<file path="src/rtl/simple_adder_8bit.sv">
`default_nettype none
// ============================================================================
// Module      : simple_adder_8bit
// Description : Unsigned ripple-carry adder with carry-in/carry-out and signed
//               overflow flag. Combinational result plus a registered copy
//               qualified by in_valid/out_valid for pipelined consumers.
// Revision    : 1.0 - initial release
// ============================================================================
module simple_adder_8bit #(
    parameter int WIDTH = 8
) (
    input  logic             clk,
    input  logic             rst,
    input  logic [WIDTH-1:0] a,
    input  logic [WIDTH-1:0] b,
    input  logic             cin,
    input  logic             in_valid,
    output logic [WIDTH-1:0] sum,
    output logic             cout,
    output logic             ovf,
    output logic [WIDTH-1:0] sum_q,
    output logic             cout_q,
    output logic             ovf_q,
    output logic             out_valid
);

    // Carry chain: w_carry[i] is the carry into bit i, w_carry[WIDTH] is the
    // carry out of the MSB.
    logic [WIDTH:0]   w_carry;
    logic [WIDTH-1:0] w_sum;
    logic             w_ovf;

    logic [WIDTH-1:0] r_sum_q;
    logic             r_cout_q;
    logic             r_ovf_q;
    logic             r_out_valid;

    assign w_carry[0] = cin;

    // One full adder per bit; plain gates so X inputs propagate unmasked.
    generate
        for (genvar i = 0; i < WIDTH; i++) begin : g_bit
            logic w_p;
            assign w_p            = a[i] ^ b[i];
            assign w_sum[i]       = w_p ^ w_carry[i];
            assign w_carry[i + 1] = (a[i] & b[i]) | (w_carry[i] & w_p);
        end
    endgenerate

    // Signed overflow: carry into the sign bit differs from carry out of it.
    assign w_ovf = w_carry[WIDTH-1] ^ w_carry[WIDTH];

    assign sum  = w_sum;
    assign cout = w_carry[WIDTH];
    assign ovf  = w_ovf;

    // Capture the combinational result on in_valid; reset wins over capture.
    always_ff @(posedge clk) begin
        if (rst) begin
            r_sum_q     <= '0;
            r_cout_q    <= 1'b0;
            r_ovf_q     <= 1'b0;
            r_out_valid <= 1'b0;
        end else begin
            r_out_valid <= in_valid;
            if (in_valid) begin
                r_sum_q  <= w_sum;
                r_cout_q <= w_carry[WIDTH];
                r_ovf_q  <= w_ovf;
            end
        end
    end

    assign sum_q     = r_sum_q;
    assign cout_q    = r_cout_q;
    assign ovf_q     = r_ovf_q;
    assign out_valid = r_out_valid;

endmodule
`default_nettype wire

</file>
<file path="config.mk">
export PLATFORM = sky130hd
export DESIGN_NAME = simple_adder_8bit
export DESIGN_NICKNAME = d
export VERILOG_FILES = /design/src/rtl/simple_adder_8bit.sv
export SDC_FILE = /design/constraint.sdc
export NUM_CORES = 1
export LEC_CHECK = 0
export CAP_MARGIN = 25
export CORE_UTILIZATION = 34
export CTS_CLUSTER_DIAMETER = 40
export DETAILED_ROUTE_END_ITERATION = 10
export PLACE_DENSITY = 0.78
export SLEW_MARGIN = 10
export SYNTH_ARGS = -nofsm -noshare
export SYNTH_HDL_FRONTEND = slang
export SYNTH_SLANG_ARGS = --single-unit
</file>
<file path="constraint.sdc">
create_clock -name clk -period 6.2 [get_ports clk]
set_input_delay 1.24 -clock clk [delete_from_list [all_inputs] [get_ports clk]]
set_output_delay 1.24 -clock clk [all_outputs]
set_load 0.01 [all_outputs]
</file>
# Word level (Yosys, flattened, before mapping)
# Index checks and enable logic that the tools add are counted.
# word_totals
in_bits,20
wordCells,45
register_bits,11
output_inout_bits,21
# classes
n_bitwise,41
# ops
op,count
$xor 1x1->1,17
$and 1x1->1,16
$or 1x1->1,8

# Longest topological paths before layout
# logic_depth
word_depth,18
ltp_mapped,13
ltp_nobuf,13

# Worst setup path before layout
# OpenSTA, ideal clock, no wires.
# synth_path
path_kind,input port to output port
from,in a[0]
to,out sum[7]
t_required_ns,4.960
t_arrival_ns,4.406
path_buffers,0
setup_slack_ns,0.554
stages,12
cell_sequence,fa_1 inv_1 fa_1 inv_1 fa_1 fa_1 fa_1 fa_1 fa_1 inv_1 fa_1 inv_1
# synth_via
elab_chain_len,16
elab_cells_between_ends,17
cone_classes,17 x bitwise
# synth_rtl
element,line,text
from (decl),14,"input logic [WIDTH-1:0] a,"
$xor 1x1->1,44,assign w_p = a[i] ^ b[i];
$and 1x1->1,46,assign w_carry[i + 1] = (a[i] & b[i]) | (w_carry[i] & w_p);
$or 1x1->1 *,46,
$and 1x1->1 *,46,
$or 1x1->1 *,46,
$and 1x1->1 *,46,
$or 1x1->1 *,46,
$and 1x1->1 *,46,
$or 1x1->1 *,46,
$and 1x1->1 *,46,
$or 1x1->1 *,46,
$and 1x1->1 *,46,
$or 1x1->1 *,46,
$and 1x1->1 *,46,
$or 1x1->1 *,46,
$xor 1x1->1 *,45,assign w_sum[i] = w_p ^ w_carry[i];
to (decl),18,"output logic [WIDTH-1:0] sum,"
# Every way passes the cells marked *; elsewhere a longest branch is shown, timed or not.

# Worst setup path after layout
# layout_path
from,in cin
to,out cout
# layout_via
elab_chain_len,16
# layout_rtl
element,line,text
from (decl),16,"input logic cin,"
$and 1x1->1,46,
$or 1x1->1,46,
$and 1x1->1,46,
$or 1x1->1,46,
$and 1x1->1,46,
$or 1x1->1,46,
$and 1x1->1,46,
$or 1x1->1,46,
$and 1x1->1,46,
$or 1x1->1,46,
$and 1x1->1,46,
$or 1x1->1,46,
$and 1x1->1,46,
$or 1x1->1,46,
$and 1x1->1,46,
$or 1x1->1,46,
to (decl),19,"output logic cout,"
# Every way passes these cells.

==> run summary <==
In this run the worst path has a maximum fanout of 2. The number of H-tree levels was 1; the number of nets with antenna violations after detailed routing was 0. Across all register-to-register paths, the minimum setup slack is 5490 ps.

The worst setup path is launched from a primary input. Share of layout cells above drive strength 1: 0.206. The post-synthesis instance total was 53; the detailed-routing iteration count for the pre-antenna-repair pass was 8.

No sink is reached through more buffers than the 2 on the longest clock path. The wire-length estimate of the detail-placed layout is 979 microns. The tools report the fmax as 0.165 GHz.

In this run the mean area of a mapped cell was 11.3 sq um. The tools report the max capacitance violation total as 0. The final standard cell utilization of the core came out at 0.670. The number of endpoints with negative hold slack in the final report was 0.

The per-cell routed wire length was 11.0 microns; the power after layout was 0.227 mW. The tools report the cell row count as 14. Counting flops and latches in the post-synthesis netlist gives 11. For this run, design rule violations remaining after detail routing come to 4. The overall fraction of global-route tracks in use was 0.137; the vertical die dimension was 43.9 microns.

Counting I/O delays and the setup requirement, the final critical path takes 6070 ps. The tightest hold path in the finished design has a slack of 505 ps. The logs give 41 for the number of top-level pins and 520 for the count of vias placed by the detailed router. At the end of the flow, the number of nets in the layout was 126. In this run the clock root is driven by a sky130_fd_sc_hd__clkbuf_4.

The repair_antennas step left the layout with diodes totalling 0. For the worst setup path, the data required time is 4960 ps. In this run the standard cell core region covers 1580 sq um. Synthesis produced a netlist with a net count of 81.

The tools report the CTS sink count as 11. The worst setup path is of the primary input to output pin kind. The final reports fail on DRC. Clock-pin slew was measured on the worst setup and hold paths at 80 ps.

The Yosys step of the flow raised 0 warnings. The initial standard-cell utilization of the core is 0.379, and the area enclosed by the die boundary is 1930 sq um. The most common cell after layout, fill and taps aside was sky130_fd_sc_hd__clkdlybuf4s50_1. In this run the cell area of the synthesized design comes to 598 sq um. The worst slew margin relative to its limit is 0.563. The run finished, with violations left. Clock tree synthesis inserted a total of 3 buffers. The via count of the first global-routing pass was 518.

The total length of routed wires is 1.25 mm, and the number of antenna violations at the first check in global routing is 0. Port buffering added 40 buffers. With fillers left out, the area of the finished cells amounts to 1060 sq um. The run gives 1.97 mm as the wire length of the first global-routing pass. Synthesis instantiated 12 different standard cells from the library.

The global placement routability congestion is 0.616, and the global-route congestion overflow total is 0. Setup repair after global routing could not meet its margin everywhere. Setup violations remaining at the end of the flow were counted as 0. The run gives 0 as the max-slew violation count. The worst supply voltage drop on vdd is 0.129 mV. On the worst path, the slowest cell contributes a delay of 420 ps.

The family with the most delay on the worst path was adder cells. The power density over the cells came out at 215 nW/um^2. The part of the cycle the worst path needs was 0.979; the sequential cell area fraction in the yosys report was 0.368.

The worst hold path belongs to the class register to register. The clock latency at the later pin of the worst-skew pair was 270 ps. The critical-path cell with the highest stage delay was sky130_fd_sc_hd__clkdlybuf4s50_1. The top cell types in the final layout, fill and taps aside, are 35 x sky130_fd_sc_hd__clkdlybuf4s50_1, 11 x sky130_fd_sc_hd__dfxtp_1, 9 x sky130_fd_sc_hd__inv_1, 9 x sky130_fd_sc_hd__nor2_1, 7 x sky130_fd_sc_hd__fa_2.

Post-CTS timing repair inserted 0 buffers for setup. The most frequent cell on the critical path was sky130_fd_sc_hd__fa_2. In the final timing run, aggregate negative setup slack is 0 ps. At the pin with the least slew margin, the transition time is 653 ps. Dividing the detail-routed via count by the number of cells gives 4.60. TritonCTS built the clock tree. The area overhead of the layout relative to synthesis is 76.6%, and the initial DRC count is 5. Traced cell by cell, the critical path runs through clkdlybuf4s50_1, fa_2, inv_1, fa_1, inv_1, fa_2, fa_2, fa_2, fa_2, fa_2, inv_2, fa_2, buf_4, inv_1, dlygate4sd2_1.

The die is 43.9 microns wide. The clock skew came out at 0 ps. The sum of buffers and inverters on the critical path is 7. The capturing element type of the critical path is an output pin.

Entering global routing, the biggest net connects 15 pins. The placed instances occupy a cell area of 1020 sq um. The logs give 0.472 nW for the total leakage power and 4830 ps for the critical path arrival.
## registers in the layout, indices dropped and copies added, names as in the netlist
name / flops
ovf_q: 1
out_valid: 1
cout_q: 1
sum_q: 8
## where the power goes
part           switching [mW]  internal (mW)  total (mW)
logic                  0.0384         0.0577      0.0960
registers             0.00328         0.0777      0.0810
clock network          0.0257         0.0238      0.0495
## logic make-up after synthesis
group,share of synthesized area
xor gates and xnor gates,0.0146
AOI/OAI and AO/OA,0.0753
DFF,0.368
adders and majority gates,0.268
and+or+nand+nor,0.0837
buffers and inverters,0.0900
muxes,0.100
## tightest hold or removal path: cells and delay by family, from the launching register on
family	cells	cell delay (ps)
DFF	1	320
AOI/OAI and AO/OA	1	40
and+or+nand+nor	1	110
## synth_stat cells
cell type                  count  share of area
sky130_fd_sc_hd__dfxtp_1      11           0.37
sky130_fd_sc_hd__and2b_2       1          0.015
sky130_fd_sc_hd__a211oi_2      3          0.063
sky130_fd_sc_hd__mux2i_1       6           0.10
sky130_fd_sc_hd__nor3b_1       1          0.013
sky130_fd_sc_hd__a21o_1        1          0.013
sky130_fd_sc_hd__buf_2         1         0.0084
sky130_fd_sc_hd__fa_1          8           0.27
sky130_fd_sc_hd__xnor2_1       1          0.015
sky130_fd_sc_hd__inv_1        10          0.063
sky130_fd_sc_hd__buf_6         1          0.019
sky130_fd_sc_hd__nor2_1        9          0.056
## path summary, 6_finish.rpt
kind         startpoint      to  cells after the start
max                 cin    cout                     15
min              cout_q  cout_q                      2
max reg2reg       ovf_q   ovf_q                      2
min reg2reg      cout_q  cout_q                      2
## per-stage QoR
step                      instances  setup WS, ps
after CTS                       113         -22.6
after floorplan                  53           554
final                           113           128
after detailed placement        109          -517
after global placement          109          -463
after global routing            113         -12.3
## cell type report
type / count / area, sq um
timing repair buffer: 42 / 409
inverter: 10 / 37.5
clock buffer: 3 / 22.5
clock inverter: 1 / 5.00
tap: 16 / 20.0
sequential: 11 / 220
fill: 142 / 520
multi-input combinational: 30 / 342
## metal layers
layer,track usage,vias to the layer above,part of all wire
met3,0.0500,2,0.11
met4,0.0545,0,0.0064
met2,0.248,29,0.47
li1,-,249,-
met5,0,-,0
met1,0.142,240,0.42
## timing repair
item / in CTS / in global routing
hold buffers: 0 / 0
pin swaps: 0 / 5
setup endpoints to repair: 4 / 4
gates resized for setup: 11 / 7
(Power assumes the default switching activity.)
